===== config.mk =====
export PLATFORM = sky130hd
export DESIGN_NAME = reg_dump_reader
export DESIGN_NICKNAME = d
export VERILOG_FILES = /design/src/rtl/reg_dump_reader.sv
export SDC_FILE = /design/constraint.sdc
export NUM_CORES = 1
export LEC_CHECK = 0
export CAP_MARGIN = 10
export CELL_PAD_IN_SITES_DETAIL_PLACEMENT = 1
export CELL_PAD_IN_SITES_GLOBAL_PLACEMENT = 1
export CORE_MARGIN = 3
export CORE_UTILIZATION = 39
export CTS_BUF_LIST = sky130_fd_sc_hd__clkbuf_4 sky130_fd_sc_hd__clkbuf_8
export CTS_CLUSTER_DIAMETER = 80
export DETAILED_ROUTE_END_ITERATION = 7
export GPL_ROUTABILITY_DRIVEN = 0
export GPL_TIMING_DRIVEN = 1
export PLACE_DENSITY_LB_ADDON = 0.1
export SLEW_MARGIN = 20
export SYNTH_ARGS = -nofsm -noshare
export SYNTH_HDL_FRONTEND = slang
export SYNTH_SLANG_ARGS = --single-unit
export TNS_END_PERCENT = 1

===== constraint.sdc =====
create_clock -name clk_i -period 6.4 [get_ports clk_i]
set_clock_uncertainty 0.15 [all_clocks]
set_input_delay 1.28 -clock clk_i [delete_from_list [all_inputs] [get_ports clk_i]]
set_output_delay 1.28 -clock clk_i [all_outputs]
set_load 0.1 [all_outputs]

===== src/rtl/reg_dump_reader.sv =====
// ============================================================================
// Module   : reg_dump_reader
// Purpose  : Walks a register-file address range over one read port and
//            streams (address, data) beats with valid/ready, count and checksum.
// Revision : 1.0 - initial release
// ============================================================================
`default_nettype none

module reg_dump_reader #(
    parameter int ADDR_W = 5,
    parameter int DATA_W = 32
) (
    input  logic              clk_i,
    input  logic              rst_i,
    input  logic              start_i,
    input  logic [ADDR_W-1:0] first_addr_i,
    input  logic [ADDR_W-1:0] last_addr_i,
    output logic [ADDR_W-1:0] rd_addr_o,
    input  logic [DATA_W-1:0] rd_data_i,
    output logic              valid_o,
    input  logic              ready_i,
    output logic [ADDR_W-1:0] addr_o,
    output logic [DATA_W-1:0] data_o,
    output logic              busy_o,
    output logic              done_o,
    output logic [ADDR_W:0]   count_o,
    output logic [DATA_W-1:0] checksum_o
);

    localparam logic [ADDR_W-1:0] c_ADDR_ONE = {{(ADDR_W-1){1'b0}}, 1'b1};
    localparam logic [ADDR_W:0]   c_CNT_ONE  = {{ADDR_W{1'b0}}, 1'b1};

    typedef enum logic [1:0] {
        S_IDLE = 2'd0,
        S_READ = 2'd1,
        S_SEND = 2'd2,
        S_DONE = 2'd3
    } state_t;

    state_t              r_state;
    state_t              w_state_nxt;
    logic [ADDR_W-1:0]   r_cur_addr;
    logic [ADDR_W-1:0]   r_end_addr;
    logic [ADDR_W-1:0]   r_addr;
    logic [DATA_W-1:0]   r_data;
    logic [ADDR_W:0]     r_count;
    logic [DATA_W-1:0]   r_checksum;

    logic                w_start_ok;
    logic                w_handshake;
    logic                w_last_beat;

    assign w_start_ok  = (r_state == S_IDLE) && start_i;
    assign w_handshake = (r_state == S_SEND) && ready_i;
    // Compare before incrementing so a range ending at the top address never wraps.
    assign w_last_beat = (r_cur_addr == r_end_addr);

    always_ff @(posedge clk_i) begin
        if (rst_i) begin
            r_state <= S_IDLE;
        end else begin
            r_state <= w_state_nxt;
        end
    end

    always_comb begin
        w_state_nxt = r_state;
        case (r_state)
            S_IDLE: begin
                if (start_i) begin
                    w_state_nxt = (first_addr_i > last_addr_i) ? S_DONE : S_READ;
                end
            end
            S_READ: begin
                w_state_nxt = S_SEND;
            end
            S_SEND: begin
                if (ready_i) begin
                    w_state_nxt = w_last_beat ? S_DONE : S_READ;
                end
            end
            S_DONE: begin
                w_state_nxt = S_IDLE;
            end
            default: begin
                w_state_nxt = S_IDLE;
            end
        endcase
    end

    always_ff @(posedge clk_i) begin
        if (rst_i) begin
            r_cur_addr <= '0;
            r_end_addr <= '0;
            r_addr     <= '0;
            r_data     <= '0;
            r_count    <= '0;
            r_checksum <= '0;
        end else begin
            if (w_start_ok) begin
                r_cur_addr <= first_addr_i;
                r_end_addr <= last_addr_i;
                r_count    <= '0;
                r_checksum <= '0;
            end
            if (r_state == S_READ) begin
                r_addr <= r_cur_addr;
                r_data <= rd_data_i;
            end
            if (w_handshake) begin
                r_count    <= r_count + c_CNT_ONE;
                r_checksum <= r_checksum + r_data;
                if (!w_last_beat) begin
                    r_cur_addr <= r_cur_addr + c_ADDR_ONE;
                end
            end
        end
    end

    assign rd_addr_o  = r_cur_addr;
    assign valid_o    = (r_state == S_SEND);
    assign addr_o     = r_addr;
    assign data_o     = r_data;
    assign busy_o     = (r_state != S_IDLE);
    assign done_o     = (r_state == S_DONE);
    assign count_o    = r_count;
    assign checksum_o = r_checksum;

endmodule

`default_nettype wire


## After elaboration in Yosys (flattened, before gate mapping)

Cells that the tools add are included.

- Bits in registers: 87
- Input bits: 46
- Output and inout port bits: 83
- Logic and storage cells: 35

- Add/sub/neg operators: 3
- Magnitude comparators: 1
- Equal/unequal tests: 6
- Muxes and demuxes: 12
- Reductions and logical operators: 6

Operator list:

| kind | number |
|---|---|
| 32-bit 2-to-1 mux | 2 |
| 32-bit adder | 1 |
| 5-bit 2-to-1 mux | 3 |
| 6-bit 2-to-1 mux | 2 |
| 2-bit 2-to-1 mux | 4 |
| 2-bit one-hot mux with 4 select lines | 1 |
| 6-bit by 1-bit adder with 6-bit output, second input constant | 1 |
| 5-bit by 1-bit adder with 5-bit output, second input constant | 1 |
| 5-bit == test | 1 |
| 5-bit > comparator | 1 |
| 2-bit == test, second input constant | 2 |
| 2-bit nonzero test | 2 |
| 2-bit by 1-bit == test with 1-bit output, second input constant | 1 |
| 1-bit logical AND | 2 |
| 2-bit logical NOT | 1 |
| 2-bit by 1-bit != test with 1-bit output, second input constant | 1 |
| 2-bit != test, second input constant | 1 |
| 2-bit AND reduction | 1 |

## Longest topological paths before layout

- Depth after elaboration: 5
- Gate-level depth with buffers: 12
- Depth with buffers taken out: 12

## Least setup slack after synthesis

No wires, ideal clock.

- Kind: register -> register
- Start point: register r_checksum[0] (netlist: checksum_o[0])
- End point: register r_checksum[28] (netlist: checksum_o[28])
- Library setup time: 0.120 ns
- Arrival: 3.312 ns
- Required time: 6.130 ns
- Path slack: 2.818 ns
- Stages on the path, launching flop included: 13
- Buffers on the path: 0
- Period minus slack after synthesis: 3.582 ns
- Path through: dfxtp_1 -> ha_1 -> inv_1 -> fa_1 -> nand2b_1 -> a211o_1 -> a31o_2 -> nand4_1 -> a21oi_1 -> nor3_1 -> o31ai_1 -> and4_1 -> a211o_1

- Longest elaborated chain between the ends: 2

RTL lines:

| element | line | text |
|---|---|---|
| start, declared | 47 | `logic [DATA_W-1:0] r_checksum;` |
| start signal, assigned | 112 | `r_checksum <= r_checksum + r_data;` |
| 32-bit adder | 112 |  |
| 32-bit 2-to-1 mux | 110 | `if (w_handshake) begin` |

Every way passes these cells.
A chain may end at the register's enable or synchronous reset.

## Worst setup path after layout

- Start point: register r_state[1]
- End point: output valid_o

- Longest elaborated chain between the ends: 1

RTL lines:

| element | line | text |
|---|---|---|
| start, declared | 40 | `state_t r_state;` |
| start signal, assigned | 62 | `r_state <= w_state_nxt;` |
| 2-bit == test | 121 | `assign valid_o = (r_state == S_SEND);` |
| end, declared | 20 | `output logic valid_o,` |

Every way passes these cells.

==> results.json <==
{
  "synth_cells": 613,
  "tns_ns": 0,
  "chipWidth_um": 118,
  "grt_overflow": 0,
  "crit_type": "reg -> out",
  "final_cell_mix": "127 x clkdlybuf4s50_1, 117 x nand2_1, 87 x dfxtp_1, 79 x a21oi_1, 42 x nor2_1",
  "post-cts-setup-buffers": 0,
  "grt_use_total_pct": 23.3,
  "p_seq_share_pct": 40.0,
  "root_buffer": "clkbuf_8",
  "antenna_found_initial": 0,
  "yosys.area.top_type_share_pct": 35.8,
  "first_iter_violations": 106,
  "grt_pass1_wl_um": 26500,
  "final_layout_size_suffix_gt1_share_pct": 4.51,
  "initial_core_util_pct": 40.1,
  "final-setup-viol-count": 0,
  "cp.required_ns": 4.97,
  "max_freq_mhz": 265,
  "synthXorXnorAreaFrac_pct": 5.41,
  "clkSlewWorstSetupHoldPaths_ns": 0.09,
  "final_common_cell": "clkdlybuf4s50_1",
  "routed_via_density": 5.43,
  "synth-edff-count": 0,
  "postLayoutCoreUtil_pct": 53.9,
  "synth-simple-area-share_pct": 20.1,
  "fin_ws_ns": 2.63,
  "path_max_fanout": 8,
  "synth_top_area_cell": "dfxtp_1",
  "tightest_slew_ns": 1.03,
  "synth_seq_cells": 87,
  "cts_made_buffers": 9,
  "synth_adder_area_share_pct": 10.2,
  "clock_sinks": 87,
  "cp-end-kind": "output port",
  "yosysWarnings": 0,
  "io_pins": 129,
  "crit_family": "buffers and inverters",
  "slowest_delay_ns": 1.18,
  "diodes": 0,
  "p_sw_w": 0.000519,
  "synth_mux_area_share_pct": 0,
  "htree_levels": 3,
  "fin_nets": 813,
  "num_rows": 40,
  "power_frac_clock_pct": 33.0,
  "synth_nets": 698,
  "period_needed_ns": 3.77,
  "hp-class": "reg -> reg",
  "syn_area_per_cell_um2": 7.93,
  "synth_compound_area_share_pct": 24.6,
  "clk_latency_ns": 0.38,
  "portBuffers": 128,
  "hold_viol": 0,
  "via_count": 4890,
  "crit_chain": "nor2b_1 > clkdlybuf4s50_1",
  "synth-async-reset-ratio_pct": 0,
  "internal_power_w": 0.000962,
  "status": "completed",
  "synthFlopType": "dfxtp_1",
  "vdd_drop_max_mv": 0.157,
  "slowest_stage": "clkdlybuf4s50_1",
  "fin_crit_sh_pct": 59.0,
  "relSlewSlack_pct": 31.4,
  "report.final.slew_viol_count": 0,
  "die_h_um": 118,
  "cts_resized": 0,
  "dp_slack_ns": 2.93,
  "power_density_nw_per_um2": 227,
  "start_kind": "flip-flop",
  "holdBufCountCts": 0,
  "dp_hpwl_um": 11700,
  "drv_cap": 0,
  "holdWs_ns": 0.311,
  "path_buf_inv": 1,
  "drc_errors": 0,
  "wl_um": 15800,
  "pwr-share-comb_pct": 27.0,
  "clockBufferDepth": 2,
  "ant_nets": 0,
  "rsz0062_at_grt": "no",
  "grt_max_degree": 76,
  "wl_per_cell_um": 17.6,
  "ys_top_cells_by_area": "dfxtp_1 36%, ha_1 9.8%, nand2_1 9.0%, a21oi_1 8.1%, nor2_1 3.2%",
  "synthesis.area_um2": 4860,
  "sw_frac_of_total_pct": 35.0,
  "seq_area_frac_synth_pct": 35.8,
  "tritoncts": "done",
  "fill_cells": 1487,
  "die-area_um2": 13800,
  "cellLeakagePower_nw": 2.63,
  "firstDrtPassIters": 4,
  "post_synth_num_cell_types": 54,
  "worst-endpoint-arrival_ns": 2.34,
  "syn_to_final_growth_pct": 34.5,
  "synth_top_family_by_area": "compound AO/OA/AOI/OAI gates",
  "first_global_vias": 5132,
  "core_um2": 12100
}
-- worst paths after layout --
kind              startpoint             end  slack [ns]  depth (start not counted)
setup / recovery  r_state[1]         valid_o        2.63                          2
hold / removal     addr_o[2]       addr_o[2]        0.31                          2
setup reg to reg   data_o[0]  checksum_o[28]        3.06                         12
hold reg to reg    addr_o[2]       addr_o[2]        0.31                          2
-- stage by stage --
step | total power, W | cells | cell area (µm²)
after floorplan | 0.000883 | 613 | 4860
after global placement | 0.000996 | 885 | 6280
after detailed placement | 0.00101 | 885 | 6280
after CTS | 0.00150 | 900 | 6530
after global routing | 0.00154 | 900 | 6530
final | 0.00148 | 900 | 6530
-- cell families after synthesis --
family,Yosys count
xor gates and xnor gates,30
adders and majority gates,39
DFF,87
AOI/OAI and AO/OA,186
and+or+nand+nor,221
buffers and inverters,50
-- power groups by stage --
stage	clock network (W)	logic, W	registers, W
6_report	0.000488	0.000400	0.000593
5_1_grt	0.000519	0.000427	0.000597
4_1_cts	0.000499	0.000404	0.000593
3_5_place_dp	0	0.000401	0.000605
3_3_place_gp	0	0.000392	0.000604
2_1_floorplan	0	0.000143	0.000741
-- state kept, by name, summed over array words and instances (netlist names) --
register / count
checksum_o: 32
data_o: 32
count_o: 6
addr_o: 5
r_end_addr: 5
rd_addr_o: 5
r_state: 2
-- worst min-delay path, stage by stage (launching register included) --
cell and delay, ns:
dfxtp_1 0.32, nand2_1 0.05, a21oi_1 0.05
-- synth_stat cells (all sizes together), types with 14 or more instances --
library cell	n
nand2	117
dfxtp	87
a21oi	79
nor2	42
ha	38
o21ai	30
clkbuf	27
inv	21
xor2	16
a22oi	14
nand3	14
xnor2	14
-- per-layer routing --
layer | wire, µm | up-vias | global-route usage, %
li1 | - | 2383 | -
met1 | 6950 | 2380 | 27.9
met2 | 7870 | 108 | 41.3
met3 | 687 | 19 | 4.81
met4 | 302 | 0 | 8.35
met5 | 0 | - | 0
-- layout make-up --
| cell class | instances | area, µm² | share of cell area (%) |
|---|---|---|---|
| inverters | 21 | 78.8 | 1.21 |
| clock inverters | 3 | 90.1 | 1.38 |
| multi-input cells | 476 | 2940 | 45.0 |
| repair buffers | 133 | 1310 | 20.1 |
| flip-flops and latches | 87 | 1740 | 26.7 |
| clock buffers | 12 | 159 | 2.43 |
| well taps | 168 | 210 | 3.22 |
No activity file was read; power rests on OpenSTA's default activity.
